<file path="src/rtl/card_pkg.sv">
`timescale 1ns/1ps
// card_pkg: card state codes, click FSM states and the board geometry shared
// by the card controller, the hit tester and the renderer.
package card_pkg;

  localparam int N_CARDS = 12;
  localparam int COLS    = 4;
  localparam int ROWS    = 3;
  localparam int X0      = 75;
  localparam int Y0      = 45;
  localparam int CARD_W  = 140;
  localparam int CARD_H  = 150;
  localparam int GAP     = 30;

  localparam int PITCH_X = CARD_W + GAP;
  localparam int PITCH_Y = CARD_H + GAP;

  localparam int ADDR_W  = 4;
  localparam int COLOR_W = 12;
  localparam int POS_W   = 12;

  typedef enum logic [1:0] {
    CARD_EMPTY       = 2'b00,
    CARD_COVERED     = 2'b01,
    CARD_DEACTIVATED = 2'b10,
    CARD_DISCOVERED  = 2'b11
  } card_state_e;

  typedef enum logic [1:0] {
    CLICK_IDLE = 2'b00,
    CLICK_HIT  = 2'b01,
    CLICK_RESP = 2'b10,
    CLICK_HOLD = 2'b11
  } click_state_e;

  // Left pixel of column c (inclusive).
  function automatic logic [POS_W-1:0] col_left(input int c);
    return POS_W'(X0 + c * PITCH_X);
  endfunction

  // First pixel right of column c (exclusive bound).
  function automatic logic [POS_W-1:0] col_right(input int c);
    return POS_W'(X0 + c * PITCH_X + CARD_W);
  endfunction

  // Top pixel of row r (inclusive).
  function automatic logic [POS_W-1:0] row_top(input int r);
    return POS_W'(Y0 + r * PITCH_Y);
  endfunction

  // First pixel below row r (exclusive bound).
  function automatic logic [POS_W-1:0] row_bottom(input int r);
    return POS_W'(Y0 + r * PITCH_Y + CARD_H);
  endfunction

endpackage

</file>
<file path="src/rtl/card_if.sv">
`timescale 1ns/1ps
// card_if: bundle between the game FSM / colour generator / renderer (master)
// and the card controller (slave).
interface card_if;

  // colour generator loads
  logic                                            color_wr_en;
  logic [card_pkg::ADDR_W-1:0]                     color_wr_addr;
  logic [card_pkg::COLOR_W-1:0]                    color_wr_data;
  // game FSM commands
  logic                                            write_card_en;
  logic [1:0]                                      write_card_state;
  logic [card_pkg::ADDR_W-1:0]                     write_card_address;
  logic                                            update_cards_en;
  logic                                            wait_for_click_en;
  // mouse
  logic                                            mouse_left;
  logic [card_pkg::POS_W-1:0]                      mouse_xpos;
  logic [card_pkg::POS_W-1:0]                      mouse_ypos;
  // click response
  logic                                            card_pressed;
  logic [card_pkg::ADDR_W-1:0]                     card_clicked_address;
  logic [card_pkg::COLOR_W-1:0]                    card_clicked_color;
  // renderer view
  logic [2*card_pkg::N_CARDS-1:0]                  card_state_disp;
  logic [card_pkg::COLOR_W*card_pkg::N_CARDS-1:0]  card_color_disp;

  modport master (
    output color_wr_en, color_wr_addr, color_wr_data,
    output write_card_en, write_card_state, write_card_address,
    output update_cards_en, wait_for_click_en,
    output mouse_left, mouse_xpos, mouse_ypos,
    input  card_pressed, card_clicked_address, card_clicked_color,
    input  card_state_disp, card_color_disp
  );

  modport slave (
    input  color_wr_en, color_wr_addr, color_wr_data,
    input  write_card_en, write_card_state, write_card_address,
    input  update_cards_en, wait_for_click_en,
    input  mouse_left, mouse_xpos, mouse_ypos,
    output card_pressed, card_clicked_address, card_clicked_color,
    output card_state_disp, card_color_disp
  );

endinterface

</file>
<file path="src/rtl/card_hit_test.sv">
`timescale 1ns/1ps
// card_hit_test: maps a cursor position onto a card index using constant
// column/row bounds. Gaps and the area outside the grid report no hit.
module card_hit_test
  import card_pkg::*;
(
  input  logic [POS_W-1:0]  x,
  input  logic [POS_W-1:0]  y,
  output logic              hit_valid,
  output logic [ADDR_W-1:0] hit_index
);

  logic [COLS-1:0]   col_hit;
  logic [ROWS-1:0]   row_hit;
  logic [ADDR_W-1:0] col_idx;
  logic [ADDR_W-1:0] row_idx;

  genvar gi;

  generate
    for (gi = 0; gi < COLS; gi++) begin : g_col
      localparam logic [POS_W-1:0] LEFT  = col_left(gi);
      localparam logic [POS_W-1:0] RIGHT = col_right(gi);
      assign col_hit[gi] = (x >= LEFT) && (x < RIGHT);
    end
    for (gi = 0; gi < ROWS; gi++) begin : g_row
      localparam logic [POS_W-1:0] TOP    = row_top(gi);
      localparam logic [POS_W-1:0] BOTTOM = row_bottom(gi);
      assign row_hit[gi] = (y >= TOP) && (y < BOTTOM);
    end
  endgenerate

  // Column/row hits are one-hot at most, so a plain scan encodes them.
  always_comb begin
    col_idx = '0;
    row_idx = '0;
    for (int c = 0; c < COLS; c++) begin
      if (col_hit[c]) col_idx = ADDR_W'(c);
    end
    for (int r = 0; r < ROWS; r++) begin
      if (row_hit[r]) row_idx = ADDR_W'(r);
    end
    hit_valid = (|col_hit) && (|row_hit);
    hit_index = hit_valid ? ADDR_W'(row_idx * COLS + col_idx) : '0;
  end

endmodule

</file>
<file path="src/rtl/card_controller.sv">
`timescale 1ns/1ps
// card_controller: owns the per-card state and colour arrays, applies colour
// loads and FSM state writes, answers clicks with a one-cycle card_pressed
// pulse and keeps the renderer snapshot.
module card_controller
  import card_pkg::*;
(
  input  logic  clk,
  input  logic  rst,
  card_if.slave bus
);

  logic [1:0]               state_mem [N_CARDS];
  logic [COLOR_W-1:0]       color_mem [N_CARDS];

  logic [N_CARDS-1:0]       color_sel;
  logic [N_CARDS-1:0]       state_sel;
  logic [2*N_CARDS-1:0]     state_flat;
  logic [COLOR_W*N_CARDS-1:0] color_flat;
  logic [2*N_CARDS-1:0]     state_disp_reg;

  click_state_e             click_state_reg;
  click_state_e             click_state_next;
  logic                     mouse_left_d_reg;
  logic                     hit_valid_reg;
  logic [ADDR_W-1:0]        hit_index_reg;
  logic [ADDR_W-1:0]        clicked_address_reg;
  logic [COLOR_W-1:0]       clicked_color_reg;

  logic                     hit_valid;
  logic [ADDR_W-1:0]        hit_index;
  logic [1:0]               hit_state;
  logic [COLOR_W-1:0]       hit_color;
  logic                     mouse_rise;
  logic                     capture_hit;
  logic                     capture_resp;
  logic                     pressed;

  genvar gi;

  // Per-card write decode; out-of-range addresses match no card and are
  // therefore dropped. A colour load on the same card masks the state write.
  generate
    for (gi = 0; gi < N_CARDS; gi++) begin : g_card
      assign color_sel[gi] = bus.color_wr_en &&
                             (bus.color_wr_addr == ADDR_W'(gi));
      assign state_sel[gi] = bus.write_card_en &&
                             (bus.write_card_address == ADDR_W'(gi)) &&
                             !color_sel[gi];
      assign state_flat[2*gi +: 2]            = state_mem[gi];
      assign color_flat[COLOR_W*gi +: COLOR_W] = color_mem[gi];
    end
  endgenerate

  card_hit_test u_hit_test (
    .x         (bus.mouse_xpos),
    .y         (bus.mouse_ypos),
    .hit_valid (hit_valid),
    .hit_index (hit_index)
  );

  // Card arrays: a colour load also marks the card covered.
  always_ff @(posedge clk) begin
    if (rst) begin
      for (int i = 0; i < N_CARDS; i++) begin
        state_mem[i] <= CARD_EMPTY;
        color_mem[i] <= '0;
      end
    end else begin
      for (int i = 0; i < N_CARDS; i++) begin
        if (color_sel[i]) begin
          color_mem[i] <= bus.color_wr_data;
          state_mem[i] <= CARD_COVERED;
        end else if (state_sel[i]) begin
          state_mem[i] <= bus.write_card_state;
        end
      end
    end
  end

  // Renderer snapshot takes the pre-write state array on update_cards_en.
  always_ff @(posedge clk) begin
    if (rst) begin
      state_disp_reg <= '0;
    end else if (bus.update_cards_en) begin
      state_disp_reg <= state_flat;
    end
  end

  // Look up the registered hit card without indexing past the array.
  always_comb begin
    hit_state = CARD_EMPTY;
    hit_color = '0;
    for (int i = 0; i < N_CARDS; i++) begin
      if (hit_index_reg == ADDR_W'(i)) begin
        hit_state = state_mem[i];
        hit_color = color_mem[i];
      end
    end
  end

  // Click FSM state register plus the hit and response capture registers.
  always_ff @(posedge clk) begin
    if (rst) begin
      click_state_reg     <= CLICK_IDLE;
      mouse_left_d_reg    <= 1'b0;
      hit_valid_reg       <= 1'b0;
      hit_index_reg       <= '0;
      clicked_address_reg <= '0;
      clicked_color_reg   <= '0;
    end else begin
      click_state_reg  <= click_state_next;
      mouse_left_d_reg <= bus.mouse_left;
      if (capture_hit) begin
        hit_valid_reg <= hit_valid;
        hit_index_reg <= hit_index;
      end
      if (capture_resp) begin
        clicked_address_reg <= hit_index_reg;
        clicked_color_reg   <= hit_color;
      end
    end
  end

  // Click FSM next state: one press yields at most one pulse, and the
  // button must be released before the next press is considered.
  always_comb begin
    click_state_next = click_state_reg;
    capture_hit      = 1'b0;
    capture_resp     = 1'b0;
    pressed          = 1'b0;
    mouse_rise       = bus.mouse_left && !mouse_left_d_reg;
    case (click_state_reg)
      CLICK_IDLE: begin
        if (mouse_rise) begin
          if (bus.wait_for_click_en) begin
            capture_hit      = 1'b1;
            click_state_next = CLICK_HIT;
          end else begin
            click_state_next = CLICK_HOLD;
          end
        end
      end
      CLICK_HIT: begin
        if (hit_valid_reg && (hit_state == CARD_COVERED) &&
            bus.wait_for_click_en) begin
          capture_resp     = 1'b1;
          click_state_next = CLICK_RESP;
        end else begin
          click_state_next = CLICK_HOLD;
        end
      end
      CLICK_RESP: begin
        pressed          = 1'b1;
        click_state_next = CLICK_HOLD;
      end
      CLICK_HOLD: begin
        if (!bus.mouse_left) click_state_next = CLICK_IDLE;
      end
      default: click_state_next = CLICK_IDLE;
    endcase
  end

  assign bus.card_pressed         = pressed;
  assign bus.card_clicked_address = clicked_address_reg;
  assign bus.card_clicked_color   = clicked_color_reg;
  assign bus.card_state_disp      = state_disp_reg;
  assign bus.card_color_disp      = color_flat;

endmodule

</file>
<file path="src/flat_wrapper.sv">
// flat-port wrapper written by rule: the top's interface ports become plain ports
module card_controller_flat import card_pkg::*;
  (clk, rst, bus_color_wr_en, bus_color_wr_addr, bus_color_wr_data, bus_write_card_en, bus_write_card_state, bus_write_card_address, bus_update_cards_en, bus_wait_for_click_en, bus_mouse_left, bus_mouse_xpos, bus_mouse_ypos, bus_card_pressed, bus_card_clicked_address, bus_card_clicked_color, bus_card_state_disp, bus_card_color_disp);
  card_if bus_i ();
  input  logic clk;
  input  logic rst;
  input wire logic [$bits(bus_i.color_wr_en)-1:0] bus_color_wr_en;
  input wire logic [$bits(bus_i.color_wr_addr)-1:0] bus_color_wr_addr;
  input wire logic [$bits(bus_i.color_wr_data)-1:0] bus_color_wr_data;
  input wire logic [$bits(bus_i.write_card_en)-1:0] bus_write_card_en;
  input wire logic [$bits(bus_i.write_card_state)-1:0] bus_write_card_state;
  input wire logic [$bits(bus_i.write_card_address)-1:0] bus_write_card_address;
  input wire logic [$bits(bus_i.update_cards_en)-1:0] bus_update_cards_en;
  input wire logic [$bits(bus_i.wait_for_click_en)-1:0] bus_wait_for_click_en;
  input wire logic [$bits(bus_i.mouse_left)-1:0] bus_mouse_left;
  input wire logic [$bits(bus_i.mouse_xpos)-1:0] bus_mouse_xpos;
  input wire logic [$bits(bus_i.mouse_ypos)-1:0] bus_mouse_ypos;
  output wire logic [$bits(bus_i.card_pressed)-1:0] bus_card_pressed;
  output wire logic [$bits(bus_i.card_clicked_address)-1:0] bus_card_clicked_address;
  output wire logic [$bits(bus_i.card_clicked_color)-1:0] bus_card_clicked_color;
  output wire logic [$bits(bus_i.card_state_disp)-1:0] bus_card_state_disp;
  output wire logic [$bits(bus_i.card_color_disp)-1:0] bus_card_color_disp;
  assign bus_i.color_wr_en = bus_color_wr_en;
  assign bus_i.color_wr_addr = bus_color_wr_addr;
  assign bus_i.color_wr_data = bus_color_wr_data;
  assign bus_i.write_card_en = bus_write_card_en;
  assign bus_i.write_card_state = bus_write_card_state;
  assign bus_i.write_card_address = bus_write_card_address;
  assign bus_i.update_cards_en = bus_update_cards_en;
  assign bus_i.wait_for_click_en = bus_wait_for_click_en;
  assign bus_i.mouse_left = bus_mouse_left;
  assign bus_i.mouse_xpos = bus_mouse_xpos;
  assign bus_i.mouse_ypos = bus_mouse_ypos;
  assign bus_card_pressed = bus_i.card_pressed;
  assign bus_card_clicked_address = bus_i.card_clicked_address;
  assign bus_card_clicked_color = bus_i.card_clicked_color;
  assign bus_card_state_disp = bus_i.card_state_disp;
  assign bus_card_color_disp = bus_i.card_color_disp;
  card_controller u_core (.clk(clk), .rst(rst), .bus(bus_i));
endmodule
</file>
<file path="config.mk">
export PLATFORM = sky130hd
export DESIGN_NAME = card_controller_flat
export DESIGN_NICKNAME = d
export VERILOG_FILES = /design/src/rtl/card_pkg.sv /design/src/rtl/card_if.sv /design/src/rtl/card_hit_test.sv /design/src/rtl/card_controller.sv /design/src/flat_wrapper.sv
export SDC_FILE = /design/constraint.sdc
export NUM_CORES = 1
export LEC_CHECK = 0
export ABC_CLOCK_PERIOD_IN_PS = 2800
export CORE_MARGIN = 4
export CORE_UTILIZATION = 52
export CTS_BUF_LIST = sky130_fd_sc_hd__clkbuf_2
export DETAILED_ROUTE_END_ITERATION = 10
export GPL_TIMING_DRIVEN = 0
export PLACE_DENSITY = 0.82
export RECOVER_POWER = 25
export SLEW_MARGIN = 20
export SYNTH_ARGS = -nofsm -noshare
export SYNTH_HDL_FRONTEND = slang
export SYNTH_SLANG_ARGS = --single-unit
</file>
<file path="constraint.sdc">
create_clock -name clk -period 2.8 [get_ports clk]
set_clock_uncertainty 0.05 [all_clocks]
set_input_delay 0.7 -clock clk [delete_from_list [all_inputs] [get_ports clk]]
set_output_delay 0.7 -clock clk [all_outputs]
set_load 0.02 [all_outputs]
</file>
Yosys cells after proc, flatten, opt, wreduce, memory -nomap -nowiden --
Memory sizes are Yosys's and may differ from the RTL's. Cells that the tools add are included.
Word-level totals: register bits after elaboration 48, bits in latches 0, memory bits (writable) 168, memory bits (read-only) 0, input port bits 53, logic and storage cells 329, memories kept 2
Operators by class: $add $sub $neg 1, multiply operators 0, divide/modulo/power cells 0, magnitude comparators 14, equal/unequal tests 39, shift-type cells 0, multiplexer cells 163, bitwise operators 36, reduce and logical (&&, ||, !) cells 67
Memories:
- u_core.color_mem | depth 12, bits a word 12, read ports 12, clocked after memory_dff 0, write ports 12, line card_controller.sv:14 | logic [COLOR_W-1:0] color_mem [N_CARDS];
- u_core.state_mem | depth 12, bits a word 2, read ports 12, clocked after memory_dff 0, write ports 12, line card_controller.sv:13 | logic [1:0] state_mem [N_CARDS];
Operators by type and width (count):
- 12-bit two-way mux | 24
- 1-bit two-way mux | 95
- 2-bit two-way mux | 40
- 4-bit by 3-bit equality test with 1-bit output, second input constant | 12
- 4-bit equality test, second input constant | 12
- 1-bit logical AND | 47
- 12-bit by 10-bit less-than comparator with 1-bit output, second input constant | 3
- 1-bit OR | 36
- 4-bit by 2-bit equality test with 1-bit output, second input constant | 6
- 12-bit by 8-bit >= comparator with 1-bit output, second input constant | 2
- 12-bit by 9-bit >= comparator with 1-bit output, second input constant | 2
- 12-bit by 8-bit less-than comparator with 1-bit output, second input constant | 2
- 12-bit by 9-bit less-than comparator with 1-bit output, second input constant | 2
- 1-bit logical NOT | 13
- 4-bit by 1-bit equality test with 1-bit output, second input constant | 3
- 12-bit by 10-bit >= comparator with 1-bit output, second input constant | 1
- 12-bit by 6-bit >= comparator with 1-bit output, second input constant | 1
- 12-bit by 7-bit >= comparator with 1-bit output, second input constant | 1
- 4-bit logical NOT | 3
- 4-bit two-way mux | 3
- 2-bit case mux with 4 select lines | 1
- 4-bit adder | 1
- 2-bit by 1-bit equality test with 1-bit output, second input constant | 2
- 2-bit equality test, second input constant | 2
- 6 further kinds | 6

Logic depth before layout (Yosys ltp) --
word-level depth 18, depth in mapped cells 10

Cells and area by module --
A second synthesis with hierarchy kept.
Unflattened totals: cells, all modules 939, area total of the unflattened synthesis 10385.0 µm²
By module, submodules not included:
- card_controller | times used 1, cells an instance 870, area each 9937.0 µm²
- card_hit_test | times used 1, cells an instance 69, area each 447.9 µm²

Least setup slack after synthesis --
No wires, ideal clock.
kind input -> register, start point in rst, end point mem u_core.state_mem[0][0] (enable), setup time 0.253 ns, arrival time 2.007 ns, data required time 2.497 ns, path slack 0.490 ns, cell stages on the path 5, buffers on the path 2, cells stage by stage clkbuf_1 inv_1 clkbuf_1 nand2_1 or2_2
RTL lines:
- from (decl) | line flat_wrapper.sv:6 | input logic rst;
- to (decl) | line card_controller.sv:13

==> flow_metrics.py <==
metrics = {
    "clock_network": {
        "root_buffer": "clkbuf_2",
        "insertion_delay_ps": 880,
        "holdBufCountCts": 0,
        "numCtsBuffers": 54,
        "cts_tree": "done",
        "cts_setup_buffers": 0,
        "clkTransAtPathRegs_ps": 110,
        "clockBufferDepth": 3,
        "htree_levels": 2,
        "clock_sinks": 216,
        "cts_resized": 1,
    },
    "run": {
        "cap_violations": 0,
    },
    "synthesis": {
        "ys_dominant_reg_cell": "edfxtp_1",
        "synth-warning-count": 0,
        "synth_cells": 981,
        "ys_types": 86,
        "synth_seq_cells": 216,
        "synth_compound_area_share_pct": 13.7,
        "synth-adder-area-share_pct": 0.481,
        "syn_area_sq_mm": 0.0104,
        "synth_top_area_cell": "edfxtp_1",
        "synth_xor_area_share_pct": 0,
        "yosysTopAreaCellShare_pct": 48.4,
        "synthArstFlopShare_pct": 0,
        "avgSynthCellArea_sq_um": 10.6,
        "synthSimpleGateAreaFrac_pct": 17.7,
        "synthMuxAreaShare_pct": 5.78,
        "yosysSeqAreaShare_pct": 57.7,
        "ys_top_cells_by_area": "edfxtp_1, dfxtp_1, nor2_1, mux2i_1, a21oi_1",
        "synth_top_family_by_area": "simple AND/OR/NAND/NOR gates",
        "synth_edf_count": 168,
        "syn_nets": 1038,
    },
    "worst_setup_path": {
        "ff2ff_path_depth": 10,
        "crit_chain": "clkdlybuf4s50_1",
        "cp_num_cells": 1,
        "worst_path_max_delay_cell": "clkdlybuf4s50_1",
        "cp_max_fo": 2,
        "cp.required_ps": 2050,
        "reg2reg_from": "u_core.hit_index_reg[1]$_SDFFE_PP0P_",
        "crit_type": "reg2out",
        "startpoint_type": "flop",
        "end_kind": "output pin",
        "critPathMaxStageDelay_ps": 640,
        "critical_path_arrival_ps": 1990,
        "rr_endpoint": "u_core.bus.card_clicked_color[9]$_SDFFE_PP0P_",
        "cp_top_family": "buffers and inverters",
        "crit_buf_inv": 1,
        "r2r_slack_ps": 160,
    },
    "final_layout": {
        "area_growth_pct": 30.5,
        "instances_no_fill": 1583,
        "nFillCells": 1487,
        "largest_register_ffs": 144,
        "final_util_pct": 69.3,
        "layout.nets": 1328,
        "top_register": "u_core.color_mem",
        "final_cell_area_sq_mm": 0.0136,
        "drive_gt1_share_pct": 11.4,
    },
    "place": {
        "place_area_sq_mm": 0.0131,
        "dp_cells": 1480,
        "hpwl_microns": 26900,
        "place_ws_ps": -622,
        "place_congestion": 0.962,
        "portBuffers": 234,
    },
    "timing": {
        "hold_viol_final": 0,
        "setup_viol": 0,
        "post-route-period-util_pct": 97.7,
        "setup_tns_ps": 0,
        "drv_slew": 0,
        "fmax_mhz": 365,
        "fin_ws_ps": 63.4,
        "timing.hold.ws_ps": 307,
        "grt_setup_unrepaired": "no",
        "slew_headroom_pct": 47.6,
        "worst_pin_slew_ps": 785,
        "min_period_ps": 2740,
    },
    "pwr": {
        "p_sw_mw": 2.20,
        "p_leak_nw": 4.90,
        "clkPwrFrac_pct": 30.0,
        "power_frac_seq_pct": 53.6,
        "p_int_mw": 4.92,
        "irDropWorstVdd_mv": 0.296,
        "powerDensity_mw_per_mm2": 525,
        "p_sw_share_pct": 30.9,
        "share_comb_of_total_power_pct": 16.4,
        "power_mw": 7.13,
    },
    "die": {
        "dieArea_sq_mm": 0.0224,
        "start_util_pct": 53.2,
        "die_w_microns": 150,
        "fp.dieH_microns": 150,
        "rows": 51,
        "pin_count": 238,
        "core_area_sq_mm": 0.0196,
    },
    "detailed_routing": {
        "routedWlPerCell_microns": 22.3,
        "vias": 9498,
        "first_pass_iters": 8,
        "drcViolationCount": 0,
        "wl_microns": 35300,
        "via_per_inst": 6.00,
        "detail-route-antenna-nets": 0,
        "drtIter0Drc": 1111,
    },
    "grt": {
        "grt_pass1_vias": 9250,
        "gr-usage-met2_pct": 48.8,
        "busiest_layer": "met2",
        "overflow": 0,
        "use_met3_pct": 7.45,
        "grt_pass1_wl_microns": 52000,
        "antenna_found_initial": 1,
        "use_met1_pct": 40.1,
        "gr-usage-all-layers_pct": 30.5,
        "grt_max_degree": 16,
    },
    "worst_hold_path": {
        "holdCritStartpoint": "bus_update_cards_en",
        "holdPathStages": 3,
        "hp-class": "in2reg",
        "min_to": "u_core.bus.card_state_disp[23]$_SDFFE_PP0P_",
    },
    "run_status": {
        "status": "finished clean",
    },
}
==> power groups by stage <==
stage / Sequential [mW] / Clock, mW / Combinational, mW
2_1_floorplan: 4.03 / 0 / 0.393
3_3_place_gp: 3.88 / 0 / 1.14
3_5_place_dp: 3.88 / 0 / 1.16
4_1_cts: 3.81 / 2.11 / 1.16
5_1_grt: 3.83 / 2.31 / 1.24
6_report: 3.82 / 2.14 / 1.17
==> how the worst max path moves through the flow <==
stage / start / endpoint
finish: u_core.color_mem[0][51]$_SDFFCE_PN0P_ / bus_card_color_disp[51]
global route: u_core.color_mem[0][51]$_SDFFCE_PN0P_ / bus_card_color_disp[51]
CTS: u_core.color_mem[0][86]$_SDFFCE_PN0P_ / bus_card_color_disp[86]
detailed placement: rst / u_core.state_mem[0][15]$_SDFFCE_PN0P_
global placement: rst / u_core.state_mem[0][15]$_SDFFCE_PN0P_
floorplan: rst / u_core.state_mem[0][0]$_SDFFCE_PN0P_
==> metal layers <==
metal	vias to the layer above	share of wire, %	routed length (microns)
li1	4177	-	-
met1	4495	38	13300
met2	728	46	16200
met3	96	13	4420
met4	2	3.7	1300
met5	-	0.071	25
==> worst register-to-register path, delay by kind of cell (launching register included) <==
kind	cells	cell delay, ps
compound gates	5	970
buf+inv	4	870
flops	1	350
mux	1	320
==> layout make-up <==
| class | count | area, sq um | share of cell area (%) |
|---|---|---|---|
| diodes | 1 | 2.50 | 0.0184 |
| plain buffers | 72 | 350 | 2.58 |
| clock buffers | 79 | 395 | 2.91 |
| clock inverters | 23 | 101 | 0.746 |
| inverters | 35 | 131 | 0.967 |
| multi-input cells | 658 | 3930 | 28.9 |
| flip-flops and latches | 216 | 6010 | 44.2 |
| well taps | 265 | 332 | 2.44 |
| repair buffers | 234 | 2340 | 17.2 |
==> kinds of logic after synthesis <==
kind of cell / count (synthesis)
buffers and inverters: 107
AOI/OAI and AO/OA: 207
muxes: 56
and+or+nand+nor: 391
DFF: 216
adders and majority gates: 4
==> cells in the final DEF (no fill, tap or decap), types with 13 or more instances in the layout <==
cell             netlist  routed
dfxtp_1               48      48
nor2b_1               15      15
inv_1                 34      34
edfxtp_1             168     168
a211oi_1              15      15
clkbuf_2               0      79
nor2_1               188     188
a21oi_1               57      57
clkdlybuf4s50_1        0     229
a31oi_1               13      13
mux2i_1               47      47
o21ai_0               44      45
clkbuf_1              45      49
clkinv_1               0      15
nand3_1               13      13
nor3_1                19      19
nand2_1               73      73
nand2b_1              23      23
==> synthesized netlist by cell type, types with 10 or more instances <==
master and n:
o21ai_0 44, inv_1 34, and3_1 10, a31oi_1 13, nor3_1 19, edfxtp_1 168, nand2_1 73, a211oi_1 15
dfxtp_1 48, mux2i_1 47, nand2b_1 23, nor2_1 188, buf_2 10, nor2b_1 15, clkbuf_1 45, nand3_1 13
a21oi_1 57
No activity file was read; power rests on OpenSTA's default activity.
